==> config.mk <==
export PLATFORM = sky130hd
export DESIGN_NAME = tail_light_sequencer_flat
export DESIGN_NICKNAME = d
export VERILOG_FILES = /design/src/rtl/tail_light_sequencer_if.sv /design/src/rtl/tail_light_sequencer.sv /design/src/flat_wrapper.sv
export SDC_FILE = /design/constraint.sdc
export NUM_CORES = 1
export LEC_CHECK = 0
export CAP_MARGIN = 20
export CORE_ASPECT_RATIO = 1.4
export CORE_UTILIZATION = 35
export DETAILED_ROUTE_END_ITERATION = 16
export GPL_TIMING_DRIVEN = 0
export HOLD_SLACK_MARGIN = 0.06
export PLACE_DENSITY_LB_ADDON = 0.25
export SETUP_SLACK_MARGIN = 0.1
export SYNTH_ARGS = -nofsm -noshare
export SYNTH_HDL_FRONTEND = slang
export SYNTH_SLANG_ARGS = --single-unit
==> constraint.sdc <==
create_clock -name inClock -period 1.9 [get_ports inClock]
set_input_delay 0.38 -clock inClock [delete_from_list [all_inputs] [get_ports inClock]]
set_output_delay 0.38 -clock inClock [all_outputs]
set_load 0.005 [all_outputs]
==> src/rtl/tail_light_sequencer_if.sv <==
// rtl/tail_light_sequencer_if.sv - switch/tick inputs and lamp/state outputs of the tail-light sequencer
interface tail_light_sequencer_if;
  logic       tick;
  logic       left;
  logic       right;
  logic       hazard;
  logic [2:0] lights_l;
  logic [2:0] lights_r;
  logic [2:0] state;

  modport master (
    output tick, left, right, hazard,
    input  lights_l, lights_r, state
  );

  modport slave (
    input  tick, left, right, hazard,
    output lights_l, lights_r, state
  );
endinterface

==> src/rtl/tail_light_sequencer.sv <==
// rtl/tail_light_sequencer.sv - Thunderbird tail-light Moore FSM stepped by the divided-clock strobe
// All logic runs on inClock; tick is only edge-detected, never used as a clock.
module tail_light_sequencer #(
  parameter int SYNC_STAGES = 2,
  parameter bit STEP_BOTH   = 1'b0
) (
  input  logic                   inClock,
  input  logic                   reset,
  tail_light_sequencer_if.slave  bus
);

  typedef enum logic [2:0] {
    IDLE = 3'd0,
    L1   = 3'd1,
    L2   = 3'd2,
    L3   = 3'd3,
    R1   = 3'd4,
    R2   = 3'd5,
    R3   = 3'd6,
    LR3  = 3'd7
  } state_e;

  logic [SYNC_STAGES-1:0] l_sync_q;
  logic [SYNC_STAGES-1:0] r_sync_q;
  logic [SYNC_STAGES-1:0] h_sync_q;
  logic                   tick_q;
  state_e                 state_q;
  state_e                 state_d;
  logic [2:0]             lights_l_q;
  logic [2:0]             lights_r_q;
  logic                   l_s;
  logic                   r_s;
  logic                   h_s;
  logic                   hz;
  logic                   step;

  always_ff @(posedge inClock or posedge reset) begin
    if (reset) begin
      l_sync_q <= '0;
      r_sync_q <= '0;
      h_sync_q <= '0;
      tick_q   <= 1'b0;
    end else begin
      l_sync_q <= {l_sync_q[SYNC_STAGES-2:0], bus.left};
      r_sync_q <= {r_sync_q[SYNC_STAGES-2:0], bus.right};
      h_sync_q <= {h_sync_q[SYNC_STAGES-2:0], bus.hazard};
      tick_q   <= bus.tick;
    end
  end

  assign l_s  = l_sync_q[SYNC_STAGES-1];
  assign r_s  = r_sync_q[SYNC_STAGES-1];
  assign h_s  = h_sync_q[SYNC_STAGES-1];
  assign hz   = h_s | (l_s & r_s);
  assign step = STEP_BOTH ? (bus.tick ^ tick_q) : (bus.tick & ~tick_q);

  // Every sequence returns through IDLE, so left/right swaps never jump sides.
  always_comb begin
    state_d = state_q;
    if (step) begin
      case (state_q)
        IDLE:    state_d = hz ? LR3 : l_s ? L1 : r_s ? R1 : IDLE;
        L1:      state_d = hz ? LR3 : l_s ? L2 : IDLE;
        L2:      state_d = hz ? LR3 : l_s ? L3 : IDLE;
        R1:      state_d = hz ? LR3 : r_s ? R2 : IDLE;
        R2:      state_d = hz ? LR3 : r_s ? R3 : IDLE;
        default: state_d = IDLE;
      endcase
    end
  end

  function automatic logic [2:0] left_lamps(input state_e s);
    case (s)
      L1:      left_lamps = 3'b001;
      L2:      left_lamps = 3'b011;
      L3, LR3: left_lamps = 3'b111;
      default: left_lamps = 3'b000;
    endcase
  endfunction

  function automatic logic [2:0] right_lamps(input state_e s);
    case (s)
      R1:      right_lamps = 3'b100;
      R2:      right_lamps = 3'b110;
      R3, LR3: right_lamps = 3'b111;
      default: right_lamps = 3'b000;
    endcase
  endfunction

  always_ff @(posedge inClock or posedge reset) begin
    if (reset) begin
      state_q    <= IDLE;
      lights_l_q <= 3'b000;
      lights_r_q <= 3'b000;
    end else if (step) begin
      state_q    <= state_d;
      lights_l_q <= left_lamps(state_d);
      lights_r_q <= right_lamps(state_d);
    end
  end

  assign bus.state    = state_q;
  assign bus.lights_l = lights_l_q;
  assign bus.lights_r = lights_r_q;

endmodule
==> src/flat_wrapper.sv <==
// flat-port wrapper written by rule: the top's interface ports become plain ports
module tail_light_sequencer_flat 
#(
  parameter int SYNC_STAGES = 2,
  parameter bit STEP_BOTH   = 1'b0
)
  (inClock, reset, bus_tick, bus_left, bus_right, bus_hazard, bus_lights_l, bus_lights_r, bus_state);
  tail_light_sequencer_if bus_i ();
  input  logic inClock;
  input  logic reset;
  input wire logic [$bits(bus_i.tick)-1:0] bus_tick;
  input wire logic [$bits(bus_i.left)-1:0] bus_left;
  input wire logic [$bits(bus_i.right)-1:0] bus_right;
  input wire logic [$bits(bus_i.hazard)-1:0] bus_hazard;
  output wire logic [$bits(bus_i.lights_l)-1:0] bus_lights_l;
  output wire logic [$bits(bus_i.lights_r)-1:0] bus_lights_r;
  output wire logic [$bits(bus_i.state)-1:0] bus_state;
  assign bus_i.tick = bus_tick;
  assign bus_i.left = bus_left;
  assign bus_i.right = bus_right;
  assign bus_i.hazard = bus_hazard;
  assign bus_lights_l = bus_i.lights_l;
  assign bus_lights_r = bus_i.lights_r;
  assign bus_state = bus_i.state;
  tail_light_sequencer #(.SYNC_STAGES(SYNC_STAGES), .STEP_BOTH(STEP_BOTH)) u_core (.inClock(inClock), .reset(reset), .bus(bus_i));
endmodule
==> out/metrics.csv, run 1 <==
stage,metric,value,unit
outcome,status,completed,
die,io pins,15,
synthesis,"count leader, synth",dfrtp_1,
synthesis,post-synthesis average cell area,10.8,µm²
clocking,CTS tree,built,
worst_setup_path,CP Buf/Inv Count,1,
pwr,clock power share,21.3,%
synthesis,share of the synthesized area in the top cell type,57.0,%
drt,vias per cell,5.58,
clocking,cts repair resizes,0,
final_layout,share of cells above drive strength 1,14.5,%
clocking,CTS sink count,16,
clocking,CTS H-tree lvls,1,
final_layout,final instance area,905,µm²
global_routing,total gr overflow,0,
drt,Routed WL,1.36,mm
timing,RSZ-0062 raised after global routing,no,
drt,post-route ant nets,0,
timing,Sum Neg Setup Slack,0,ns
clocking,number of setup buffers added after CTS,0,
clocking,Longest Clk Path Bufs,2,
pwr,switching fraction of total power,30.5,%
pwr,combinational power share,35.0,%
drt,drt wl/cell,13.2,µm
final_layout,Ant. Diodes,0,
clocking,Worst-Skew Late Latency,0.29,ns
pwr,total power,1.07,mW
die,chip height,55.0,µm
worst_setup_path,critical path capture point type,output pin,
synthesis,Syn Nets,71,
pwr,Net Switching,328,µW
pwr,pwr dens,1190,mW/mm²
timing,worst slew pin tran,0.595,ns
synthesis,ranking of synthesized cells by area,"dfrtp_1 57%, a22o_1 3.7%, a32o_1 2.9%, o21ai_0 2.9%, nand2_1 2.7%",
die,num rows,18,
timing,maximum clock rate,605,MHz
synthesis,distinct cell type count after synthesis,29,
timing,Max Transition Viols Final,0,
clocking,Clock Pin Slew Worst Setup and Hold Paths,0.09,ns
pwr,Pint,747,µW
synthesis,Yosys warning total,0,
global_routing,largest net degree at the start of global routing,17,
clocking,CTS buffer count,3,
synthesis,Async SR Flop Fraction,100,%
die,effective utilization at floorplan,38.5,%
min_path,min-delay worst type,reg -> reg,
pwr,sequential share of power,43.7,%
clocking,# hold bufs at CTS,0,
die,Chip Width,39.9,µm
timing,Worst slew margin,60.3,%
final_layout,nets,90,
worst_setup_path,Worst Path Required,1.52,ns
place,Placement Cell Area,867,µm²
synthesis,"Seq/Total Area, Yosys",57.0,%
timing,setup violators final,0,
global_routing,first-pass GRT wire length,2.30,mm
drt,drt drc,0,
synthesis,Post-synth EDFFs,0,
synthesis,ys flop type,dfrtp_1,
pwr,Static Leak,0.382,nW
timing,Tcrit/Tclk final,87.0,%
die,Die Footprint,0.00219,mm²
global_routing,all-layer global routing usage,16.1,%
worst_setup_path,max incr delay on CP,0.52,ns
timing,clk_skew,0.00327,ns
global_routing,initial antenna violation count,0,
place,Port Buffer Count,14,
final_layout,area grow syn2layout,28.9,%
worst_setup_path,"critical path fanouts, max",9,
timing,final hold violation count,0,
worst_setup_path,critical path launch point type,register,
timing,Final min period,1.65,ns
place,routability cong.,0.821,
synthesis,Syn Std Cell Area,702,µm²
worst_setup_path,Crit-path slowest cell,clkdlybuf4s50_1,
synthesis,post-synthesis sequential element count,16,
drt,DRT Pass-1 Iters,4,
synthesis,Post-synth top cells,"16 x dfrtp_1, 5 x nand2_1, 5 x nor2_1",
worst_setup_path,crit path cell chain,clkdlybuf4s50_1,
clocking,clk root buf,clkbuf_4,
worst_setup_path,critical path type,reg -> out,
synthesis,cells after synthesis,65,
worst_setup_path,critical path arrival,1.27,ns
die,Core ar.,0.00182,mm²
worst_setup_path,"CP delay by family, top",buffers and inverters,
pwr,VDD IR max,616,µV
synthesis,"area leader, netlist",dfrtp_1,
place,placed wire-length estimate,986,µm
final_layout,final core utilization,49.6,%
global_routing,vias in the first global route,515,
drt,vias,575,
run,Max-cap violations,0,
drt,1st-iter DRT viols,15,
[per-layer routing]
layer,global-route usage (%),wire (µm),vias up
li1,-,-,271
met1,18.3,592,284
met2,26.5,695,16
met3,3.60,38,4
met4,10.3,32,0
met5,0,0,-
[stage by stage]
step	cells	worst slack, ns	hold slack (ns)
floorplan	65	0.657	0.294
global placement	99	0.00157	0.334
detailed placement	99	0.000321	0.338
CTS	103	0.154	0.359
global route	103	0.185	0.366
finish	103	0.247	0.357
[cell usage in the layout (no fill, tap or decap), drive strengths merged]
master / count
a211oi: 1
a21boi: 1
a21oi: 2
a22o: 3
a311oi: 1
a32o: 2
buf: 3
clkbuf: 5
clkdlybuf4s50: 14
dfrtp: 16
inv: 3
mux2: 1
nand2: 5
nand2b: 1
nand3: 2
nor2: 5
nor2b: 1
nor3: 2
nor4b: 1
o211ai: 2
o21a: 1
o21ai: 5
o22ai: 1
o311ai: 1
o31ai: 1
or2: 2
or3b: 1
[cell type report]
class | count | area, µm²
fill | 173 | 920
sequential | 16 | 402
multi-input combinational | 42 | 268
timing repair buffer | 14 | 140
clock buffer | 4 | 36.3
tap | 20 | 25.0
buffer | 4 | 22.5
inverter | 3 | 11.3
[logic make-up (layout without fill, tap and decap cells)]
family	count (synthesis)	count (layout)	synth area share, %
muxes	1	1	1.60
DFF	16	16	57.0
buffers and inverters	7	25	4.81
and+or+nand+nor	20	20	15.2
AOI/OAI and AO/OA	21	21	21.4
[power groups by stage]
stage               Combinational, mW  Sequential, mW  Clock, mW
floorplan                       0.192           0.473          0
global placement                0.373           0.474          0
detailed placement              0.377           0.475          0
CTS                             0.378           0.469      0.232
global route                    0.417           0.483      0.245
finish                          0.377           0.470      0.229
[sequential cells by signal (all words and copies together) (netlist names)]
name / cells
u_core.r_sync_q: 2
u_core.l_sync_q: 2
u_core.tick_q: 1
u_core.bus.state: 3
u_core.h_sync_q: 2
u_core.bus.lights_r: 3
u_core.bus.lights_l: 3
[path summary, 6_finish.rpt]
kind | startpoint | cells after the start | slack [ns] | endpoint
worst max-delay path | u_core.bus.state[1]$_DFFE_PP0P_ | 1 | 0.25 | bus_state[1]
min in group asynchronous | reset | 2 | 0.44 | u_core.l_sync_q[0]$_DFF_PP0_
worst min register to register | u_core.r_sync_q[0]$_DFF_PP0_ | 0 | 0.36 | u_core.r_sync_q[1]$_DFF_PP0_
worst min-delay path | u_core.r_sync_q[0]$_DFF_PP0_ | 0 | 0.36 | u_core.r_sync_q[1]$_DFF_PP0_
worst max register to register | u_core.tick_q$_DFF_PP0_ | 3 | 0.52 | u_core.bus.state[2]$_DFFE_PP0P_
max in group asynchronous | reset | 2 | 1.03 | u_core.bus.state[1]$_DFFE_PP0P_
No activity file was read; power rests on OpenSTA's default activity.
==> run 2, diff against run 1 <==
--- a/config.mk
+++ b/config.mk
@@ -5,11 +5,9 @@
 export SDC_FILE = /design/constraint.sdc
 export NUM_CORES = 1
 export LEC_CHECK = 0
-export CAP_MARGIN = 20
 export CORE_ASPECT_RATIO = 1.4
 export CORE_UTILIZATION = 35
 export DETAILED_ROUTE_END_ITERATION = 16
-export GPL_TIMING_DRIVEN = 0
 export HOLD_SLACK_MARGIN = 0.06
 export PLACE_DENSITY_LB_ADDON = 0.25
 export SETUP_SLACK_MARGIN = 0.1
==> out/metrics.csv, run 2 (synthesis results as in run 1) <==
stage,metric,value,unit,change
timing,final hold violation count,0,,unchanged
die,io pins,15,,unchanged
worst_setup_path,critical path launch point type,register,,
final_layout,share of cells above drive strength 1,13.8,%,-0.71 points
drt,vias per cell,5.64,,+1.0%
worst_setup_path,Worst Path Required,1.52,ns,about the same
timing,PnR worst setup slack,0.234,ns,-0.0124 ns
pwr,total power,1.06,mW,-1.1%
outcome,status,completed,,
pwr,pwr dens,1190,mW/mm²,+0.28%
timing,Final min period,1.67,ns,+0.0124 ns
drt,vias,564,,-1.9%
worst_setup_path,"CP delay by family, top",buffers and inverters,,
timing,worst slew pin tran,0.594,ns,-0.000994 ns
worst_setup_path,flop-to-flop setup slack,0.54,ns,+0.02 ns
pwr,Pint,739,µW,-1.2%
timing,Max Transition Viols Final,0,,unchanged
global_routing,initial antenna violation count,0,,unchanged
final_layout,most common library cell in the layout ignoring fill and taps,clkdlybuf4s50_1,,
global_routing,largest net degree at the start of global routing,17,,unchanged
timing,clk_skew,0.00831,ns,+0.00505 ns
place,placed instance count,96,,-3.0%
pwr,Net Switching,324,µW,-0.98%
drt,post-route ant nets,0,,unchanged
run,Max-cap violations,0,,unchanged
global_routing,first-pass GRT wire length,2.19,mm,-4.8%
worst_setup_path,critical path arrival,1.29,ns,+0.02 ns
timing,Worst slew margin,60.3,%,+0.066 points
global_routing,vias in the first global route,520,,+0.97%
global_routing,total gr overflow,0,,unchanged
die,Die Footprint,0.00219,mm²,unchanged
pwr,switching fraction of total power,30.5,%,+0.038 points
timing,RSZ-0062 raised after global routing,no,,
worst_setup_path,critical path type,reg -> out,,
clocking,number of setup buffers added after CTS,0,,unchanged
final_layout,# fillers,163,,-5.8%
global_routing,all-layer global routing usage,14.6,%,-1.6 points
place,placed wire-length estimate,930,µm,-5.6%
final_layout,"commonest non-fill, non-tap cells in the layout","14 x clkdlybuf4s50_1, 13 x dfrtp_1, 5 x nor2_1, 5 x nand2_1, 4 x o21ai_0",,
final_layout,final instance area,892,µm²,-1.4%
final_layout,nets,87,,-3.3%
place,routability cong.,0.797,,-2.9%
worst_setup_path,crit path cell chain,clkdlybuf4s50_1,,
timing,Tcrit/Tclk final,87.7,%,+0.65 points
pwr,clock power share,21.1,%,-0.2 points
timing,setup violators final,0,,unchanged
pwr,sequential share of power,48.0,%,+4.3 points
place,Port Buffer Count,14,,unchanged
die,chip height,55.0,µm,unchanged
drt,drt drc,0,,unchanged
final_layout,area grow syn2layout,27.1,%,
clocking,CTS H-tree lvls,1,,unchanged
clocking,Worst-Skew Late Latency,0.29,ns,about the same
final_layout,Ant. Diodes,0,,unchanged
timing,hold_ws,0.359,ns,+0.00232 ns
clocking,clk root buf,clkbuf_4,,
final_layout,final cell count without fillers,100,,-2.9%
die,effective utilization at floorplan,38.5,%,unchanged
worst_setup_path,CP Buf/Inv Count,1,,unchanged
die,Core ar.,0.00182,mm²,unchanged
worst_setup_path,max incr delay on CP,0.53,ns,about the same
drt,1st-iter DRT viols,32,,+17
clocking,Clock Pin Slew Worst Setup and Hold Paths,0.10,ns,about the same
pwr,combinational power share,30.9,%,-4.1 points
worst_setup_path,"critical path fanouts, max",10,,+1
drt,drt wl/cell,13.5,µm,+2.5%
clocking,CTS sink count,16,,unchanged
drt,Routed WL,1.35,mm,-0.44%
timing,maximum clock rate,600,MHz,-0.75%
clocking,CTS buffer count,3,,unchanged
worst_setup_path,critical path capture point type,output pin,,
place,Placement Cell Area,852,µm²,-1.7%
final_layout,final core utilization,48.9,%,-0.69 points
pwr,Static Leak,0.369,nW,-3.4%
pwr,VDD IR max,622,µV,+0.98%
clocking,CTS tree,built,,
min_path,min-delay worst type,reg -> reg,,
die,num rows,18,,unchanged
place,placement-stage worst setup slack,0.198,ns,+0.198 ns
worst_setup_path,Crit-path slowest cell,clkdlybuf4s50_1,,
drt,DRT Pass-1 Iters,4,,unchanged
timing,Sum Neg Setup Slack,0,ns,unchanged
die,Chip Width,39.9,µm,unchanged
clocking,Longest Clk Path Bufs,2,,unchanged
==> run 2: worst register-to-register path: cells and delay by family (launching register included) <==
| kind | cells | cell delay [ns] |
|---|---|---|
| compound gates | 2 | 0.40 |
| flops | 1 | 0.50 |
| simple gates | 1 | 0.35 |
==> run 2: routing by layer <==
metal	vias to the layer above	GRT usage (%)	part of all wire [%]
met2	25	23.8	48
met5	-	0	0
li1	264	-	-
met1	273	18.3	46
met4	0	5.17	1.0
met3	2	3.60	5.2
==> run 2: timing repair <==
| item | CTS | global route |
|---|---|---|
| endpoints found under the setup margin | 0 | 3 |
| resized for setup | 0 | 3 |
| hold endpoints to repair | 0 | 0 |
| hold buffers | 0 | 0 |
==> run 2: worst paths after layout <==
check,startpoint,endpoint,cells past startpoint
max,u_core.bus.state[2]$_DFFE_PP0P_,bus_state[2],1
min,u_core.r_sync_q[0]$_DFF_PP0_,u_core.r_sync_q[1]$_DFF_PP0_,0
max reg2reg,u_core.h_sync_q[1]$_DFF_PP0_,u_core.bus.lights_l[0]$_DFFE_PP0P_,3
min reg2reg,u_core.r_sync_q[0]$_DFF_PP0_,u_core.r_sync_q[1]$_DFF_PP0_,0
max in group asynchronous,reset,u_core.bus.state[0]$_DFFE_PP0P_,2
min in group asynchronous,reset,u_core.l_sync_q[0]$_DFF_PP0_,2
==> run 2: power groups by stage <==
| stage | clock [mW] | combinational, mW | sequential [mW] |
|---|---|---|---|
| 3_5_place_dp | 0 | 0.329 | 0.510 |
| 3_3_place_gp | 0 | 0.324 | 0.510 |
| 5_1_grt | 0.245 | 0.363 | 0.524 |
| 4_1_cts | 0.231 | 0.330 | 0.503 |
| 2_1_floorplan | 0 | 0.192 | 0.473 |
| 6_report | 0.224 | 0.328 | 0.511 |
==> run 2: layout make-up <==
cell class / instances / area (µm²) / area share, %
sequential: 16 / 404 / 45.3
multi-input combinational: 42 / 268 / 30.0
timing repair buffer: 15 / 148 / 16.5
clock buffer: 4 / 36.3 / 4.07
tap: 20 / 25.0 / 2.81
inverter: 3 / 11.3 / 1.26
==> run 3, diff against run 2 <==
--- a/config.mk
+++ b/config.mk
@@ -5,8 +5,7 @@
 export SDC_FILE = /design/constraint.sdc
 export NUM_CORES = 1
 export LEC_CHECK = 0
-export CORE_ASPECT_RATIO = 1.4
-export CORE_UTILIZATION = 35
+export CORE_UTILIZATION = 51
 export DETAILED_ROUTE_END_ITERATION = 16
 export HOLD_SLACK_MARGIN = 0.06
 export PLACE_DENSITY_LB_ADDON = 0.25
==> constraint.sdc (replaced) <==
create_clock -name inClock -period 2 [get_ports inClock]
set_input_delay 0.4 -clock inClock [delete_from_list [all_inputs] [get_ports inClock]]
set_output_delay 0.4 -clock inClock [all_outputs]
set_load 0.005 [all_outputs]
==> out/metrics.csv, run 3 (synthesis results as in run 1) <==
stage,metric,value,unit,change
outcome,status,completed,,
pwr,total power,1.00,mW,-5.9%
timing,hold_ws,0.356,ns,-0.00335 ns
place,Port Buffer Count,14,,unchanged
global_routing,all-layer global routing usage,20.4,%,+5.9 points
final_layout,most common library cell in the layout ignoring fill and taps,dfrtp_1,,
die,num rows,13,,-5
die,io pins,15,,unchanged
clocking,number of setup buffers added after CTS,0,,unchanged
final_layout,"commonest non-fill, non-tap cells in the layout","16 x dfrtp_1, 14 x clkdlybuf4s50_1, 5 x nor2_1, 5 x nand2_1, 4 x o21ai_0",,
pwr,pwr dens,1130,mW/mm²,-4.8%
worst_setup_path,Crit-path slowest cell,clkdlybuf4s50_1,,
place,Placement Cell Area,846,µm²,-0.73%
final_layout,final instance area,882,µm²,-1.1%
drt,drt wl/cell,13.2,µm,-2.2%
global_routing,total gr overflow,0,,unchanged
worst_setup_path,CP Buf/Inv Count,1,,unchanged
timing,final hold violation count,0,,unchanged
worst_setup_path,R2R depth,3,,unchanged
timing,clk_skew,0.00508,ns,-0.00324 ns
worst_setup_path,critical path capture point type,output pin,,
worst_setup_path,critical path type,reg -> out,,
clocking,Worst-Skew Late Latency,0.28,ns,about the same
worst_setup_path,critical path arrival,1.37,ns,+0.08 ns
timing,Final min period,1.77,ns,
final_layout,area grow syn2layout,25.7,%,
min_path,min-delay worst type,reg -> reg,,
final_layout,footprint of the multi-input gates,268,µm²,unchanged
die,effective utilization at floorplan,54.6,%,+16 points
clocking,CTS buffer count,3,,unchanged
die,Die Footprint,0.00153,mm²,-30%
place,placement-stage worst setup slack,0.265,ns,+0.0664 ns
final_layout,# fillers,113,,-31%
final_layout,Ant. Diodes,0,,unchanged
global_routing,vias in the first global route,475,,-8.7%
final_layout,share of cells above drive strength 1,10.0,%,-3.8 points
worst_setup_path,crit path cell chain,clkdlybuf4s50_1,,
min_path,WHS Path Cells,0,,unchanged
min_path,Hold Path Origin,u_core.l_sync_q[0]$_DFF_PP0_,,
worst_setup_path,R2R Path End,u_core.bus.lights_l[0]$_DFFE_PP0P_,,
pwr,Static Leak,0.372,nW,+0.81%
drt,post-route ant nets,0,,unchanged
clocking,clk root buf,clkbuf_4,,
timing,RSZ-0062 raised after global routing,no,,
run,Max-cap violations,0,,unchanged
timing,Worst slew margin,60.4,%,about the same
global_routing,first-pass GRT wire length,2.04,mm,-6.6%
timing,maximum clock rate,564,MHz,
worst_setup_path,flop-to-flop setup slack,0.68,ns,+0.14 ns
die,Core ar.,0.00128,mm²,-30%
clocking,# hold bufs at CTS,0,,unchanged
drt,vias per cell,5.84,,+3.6%
drt,1st-iter DRT viols,18,,-44%
timing,worst slew pin tran,0.594,ns,-0.000537 ns
worst_setup_path,"critical path fanouts, max",10,,unchanged
final_layout,FF/Latch Area,400,µm²,-0.93%
drt,Routed WL,1.26,mm,-7.1%
timing,setup violators final,0,,unchanged
timing,Sum Neg Setup Slack,0,ns,unchanged
worst_setup_path,R2R Path Start,u_core.h_sync_q[1]$_DFF_PP0_,,
drt,vias,555,,-1.6%
worst_setup_path,Worst Path Required,1.60,ns,+0.08 ns
global_routing,largest net degree at the start of global routing,17,,unchanged
global_routing,initial antenna violation count,0,,unchanged
worst_setup_path,max incr delay on CP,0.56,ns,+0.03 ns
worst_setup_path,critical path launch point type,register,,
clocking,CTS sink count,16,,unchanged
timing,Tcrit/Tclk final,88.6,%,
pwr,VDD IR max,643,µV,+3.5%
drt,DRT Pass-1 Iters,4,,unchanged
die,Chip Width,39.1,µm,-1.9%
final_layout,nets,87,,unchanged
timing,Max Transition Viols Final,0,,unchanged
clocking,cts repair resizes,0,,unchanged
clocking,CTS tree,built,,
timing,PnR worst setup slack,0.228,ns,-0.00648 ns
die,chip height,39.1,µm,-29%
place,routability cong.,0.818,,+2.7%
worst_setup_path,"CP delay by family, top",buffers and inverters,,
clocking,Clock Pin Slew Worst Setup and Hold Paths,0.09,ns,about the same
min_path,Hold Path Sink,u_core.l_sync_q[1]$_DFF_PP0_,,
drt,drt drc,0,,unchanged
clocking,Longest Clk Path Bufs,2,,unchanged
clocking,CTS H-tree lvls,1,,unchanged
==> run 3: cell counts in the layout (fill, tap and decap cells not counted) <==
No cell type changed its count.
==> run 3: layout make-up <==
class / instances / area share (%)
tap: 15 / 2.13
clock buffer: 4 / 4.11
multi-input combinational: 42 / 30.4
inverter: 3 / 1.28
sequential: 16 / 45.4
timing repair buffer: 15 / 16.7
==> run 3: per-layer routing <==
metal / up-vias / GRT usage (%) / part of all wire, %
met1: 258 / 29.1 / 49
met2: 26 / 29.6 / 44
met5: - / 0 / 0
met4: 0 / 12.9 / 1.8
met3: 4 / 1.73 / 5.3
li1: 267 / - / -
==> run 3: how the worst max path moves through the flow <==
stage                                         start                         endpoint  slack (ns)  cells after the start
floorplan                                  bus_tick  u_core.bus.state[2]$_DFFE_PP0P_        0.74                      3
global placement                           bus_tick  u_core.bus.state[2]$_DFFE_PP0P_        0.31                      4
detailed placement                         bus_tick  u_core.bus.state[2]$_DFFE_PP0P_        0.26                      4
CTS                 u_core.bus.state[2]$_DFFE_PP0P_                     bus_state[2]        0.22                      1
global route        u_core.bus.state[2]$_DFFE_PP0P_                     bus_state[2]        0.16                      1
finish              u_core.bus.state[2]$_DFFE_PP0P_                     bus_state[2]        0.23                      1
==> run 3: report_power, final <==
| part | switching (mW) | total [mW] | leakage [nW] | internal [mW] |
|---|---|---|---|---|
| Clock | 0.101 | 0.212 | 0.0210 | 0.111 |
| Combinational | 0.116 | 0.309 | 0.159 | 0.193 |
| Sequential | 0.0877 | 0.479 | 0.191 | 0.392 |
| Total | 0.305 | 1.00 | 0.372 | 0.696 |
==> run 3: stage by stage <==
stage                     cells  utilization [%]
after floorplan              65                -
after global placement       91             65.8
after detailed placement     91             65.8
after CTS                    95             68.6
after global routing         95             68.6
final                        95             68.6
==> variant, RTL diff (config.mk and constraints of run 1) <==
`STEP_BOTH` is set to 1'b0 in 2 places; all go to 1'b1.
--- a/src/rtl/tail_light_sequencer.sv
+++ b/src/rtl/tail_light_sequencer.sv
@@ -2,7 +2,7 @@
 // All logic runs on inClock; tick is only edge-detected, never used as a clock.
 module tail_light_sequencer #(
   parameter int SYNC_STAGES = 2,
-  parameter bit STEP_BOTH   = 1'b0
+  parameter bit STEP_BOTH   = 1'b1
 ) (
   input  logic                   inClock,
   input  logic                   reset,
--- a/src/flat_wrapper.sv
+++ b/src/flat_wrapper.sv
@@ -2,7 +2,7 @@
 module tail_light_sequencer_flat 
 #(
   parameter int SYNC_STAGES = 2,
-  parameter bit STEP_BOTH   = 1'b0
+  parameter bit STEP_BOTH   = 1'b1
 )
   (inClock, reset, bus_tick, bus_left, bus_right, bus_hazard, bus_lights_l, bus_lights_r, bus_state);
   tail_light_sequencer_if bus_i ();
Function: changed (a bounded check fails within 4 cycles, from zero or initial values and one cycle with reset high).
==> variant against run 1 <==
- critical path type is now input port to register
- final cell count shrank 12%
- critical path depth grew 6
- maximum frequency shrank 4.6%
- count of clock-buffer cells in the layout shrank 1
- power shrank 3.4%
- routed wire length shrank 12%
- worst hold slack lost 0.0044 ns
- register-to-register slack lost 0.29 ns
- non-clock buffer count shrank 3
- highest routed layer unchanged
- via count shrank 19%
- worst setup slack lost 0.080 ns
- synthesized area shrank 7.1%
- final area shrank 7.2%
- sequential cell count is the same
==> variant: results (changes against run 1) <==
| Metric | Value |
|---|---|
| Status | complete, no violations |
| Clock skew | 0.00724 ns (+0.00397 ns) |
| CTS H-tree lvls | 1 (unchanged) |
| Placer congestion estimate | 0.766 (-6.7%) |
| Worst skew pair latency | approximately 0.28 ns |
| Place WS | -0.124 ns (-0.124 ns) |
| Hold WS | 0.353 ns (-0.00436 ns) |
| Syn. warnings | 0 (unchanged) |
| Synth Area per Inst | 12.1 sq um (+12%) |
| # placed instances | 88 (-11%) |
| HPWL after DPL | 875 um (-11%) |
| Vias in the first global route | 484 (-6.0%) |
| DRT iter0 DRCs | 9 (-6) |
| Min-delay worst type | register to register |
| CTS root buf | clkbuf_4 |
| Synth area leaders | dfrtp_1 (61%), a21o_1 (3.5%), nand2_1 (3.5%) |
| Fillers | 171 (-1.2%) |
| Sequential share of the synthesized area | 61.4% (+4.4 points) |
| CP max stage delay | 0.43 ns (-0.09 ns) |
| Layout cell share with drive strength beyond 1 | 14.1% (-0.37 points) |
| Period minus WS final | 1.73 ns (+0.0805 ns) |
| Max VDD drop | 0.514 mV (-16%) |
| GRT Total Usage | 15.1% (-1.1 points) |
| Via density | 5.14 (-7.9%) |
| Port Buffers | 14 (unchanged) |
| Worst path slowest cell | clkdlybuf4s50_1 |
| First-pass GRT wire length | 2150 um (-6.6%) |
| Synth top cells by count | dfrtp_1 (16), nand2_1 (6), inv_1 (5) |
| Worst Tran Pin Value | 0.589 ns (-0.00648 ns) |
| Leakage | 0.000395 uW (+3.6%) |
| Routed vias | 468 (-19%) |
| Synth Net Count | 60 (-15%) |
| Netlist cell types | 22 (-24%) |
| Sw frac | 31.0% (+0.54 points) |
| CP arrival | 1.91 ns (+0.64 ns) |
| P&R area growth vs syn | 28.8% (about the same) |
| Worst Path Max Fanout | 10 (+1) |
| R2r setup slk | 0.23 ns (-0.29 ns) |
| Remaining antenna violation count | 0 (unchanged) |
| Nets | 79 (-12%) |
| Final Routed Wirelength | 1200 um (-12%) |
==> variant: area by class of cell <==
type | instances | area, sq um | share of cell area, %
Buffer | 1 | 7.51 | 0.894
Clock buffer | 3 | 22.5 | 2.68
Inverter | 5 | 18.8 | 2.24
Multi-Input combinational cell | 32 | 225 | 26.8
Sequential cell | 16 | 400 | 47.7
Tap cell | 20 | 25.0 | 2.98
Timing Repair Buffer | 14 | 140 | 16.7
==> variant: worst reg2reg max path, stage by stage (launching register included) <==
cell and delay (ns):
dfrtp_1 0.46, or2_1 0.29, a21o_1 0.23, a221oi_2 0.39, a21oi_2 0.11, o21ai_2 0.12
==> variant: cell families (layout without fill, tap and decap cells) <==
logic type             count (synthesis)  count (layout)  share of synthesized area (%)
XOR/XNOR                               1               1                           1.34
AO/OA/AOI/OAI                         20              20                           24.4
multiplexers                           1               1                           1.54
flip-flops                            16              16                           61.4
buffers and inverters                  6              23                           4.03
AND/OR/NAND/NOR                       10              10                           7.29
==> variant: layer usage <==
layer | share of wire (%) | GRT usage [%]
met1 | 46 | 19.3
met2 | 51 | 24.3
met3 | 1.9 | 1.26
met4 | 1.6 | 8.62
met5 | 0 | 0
==> variant: power by group through the flow <==
| stage | registers (uW) | clock network (uW) | logic, uW |
|---|---|---|---|
| after global routing | 505 | 193 | 411 |
| after global placement | 492 | 0 | 368 |
| final | 491 | 175 | 373 |
| after floorplan | 492 | 0 | 182 |
| after detailed placement | 500 | 0 | 372 |
| after CTS | 493 | 180 | 374 |
==> variant: worst paths after layout <==
check	cells past startpoint	from	endpoint
min	0	u_core.l_sync_q[0]	u_core.l_sync_q[1]
min reg2reg	0	u_core.l_sync_q[0]	u_core.l_sync_q[1]
max in group asynchronous	2	reset	u_core.bus.lights_l[0]
max reg2reg	5	u_core.bus.state[0]	u_core.bus.lights_l[0]
min in group asynchronous	2	reset	u_core.h_sync_q[1]
max	7	bus_tick	u_core.bus.lights_l[1]
==> variant: per-stage QoR <==
stage	power (uW)	area (sq um)	utilization, %
after CTS	1050	840	47.8
after detailed placement	872	817	46.5
after global placement	860	817	46.5
after global routing	1110	840	47.8
final	1040	840	47.8
after floorplan	673	652	-
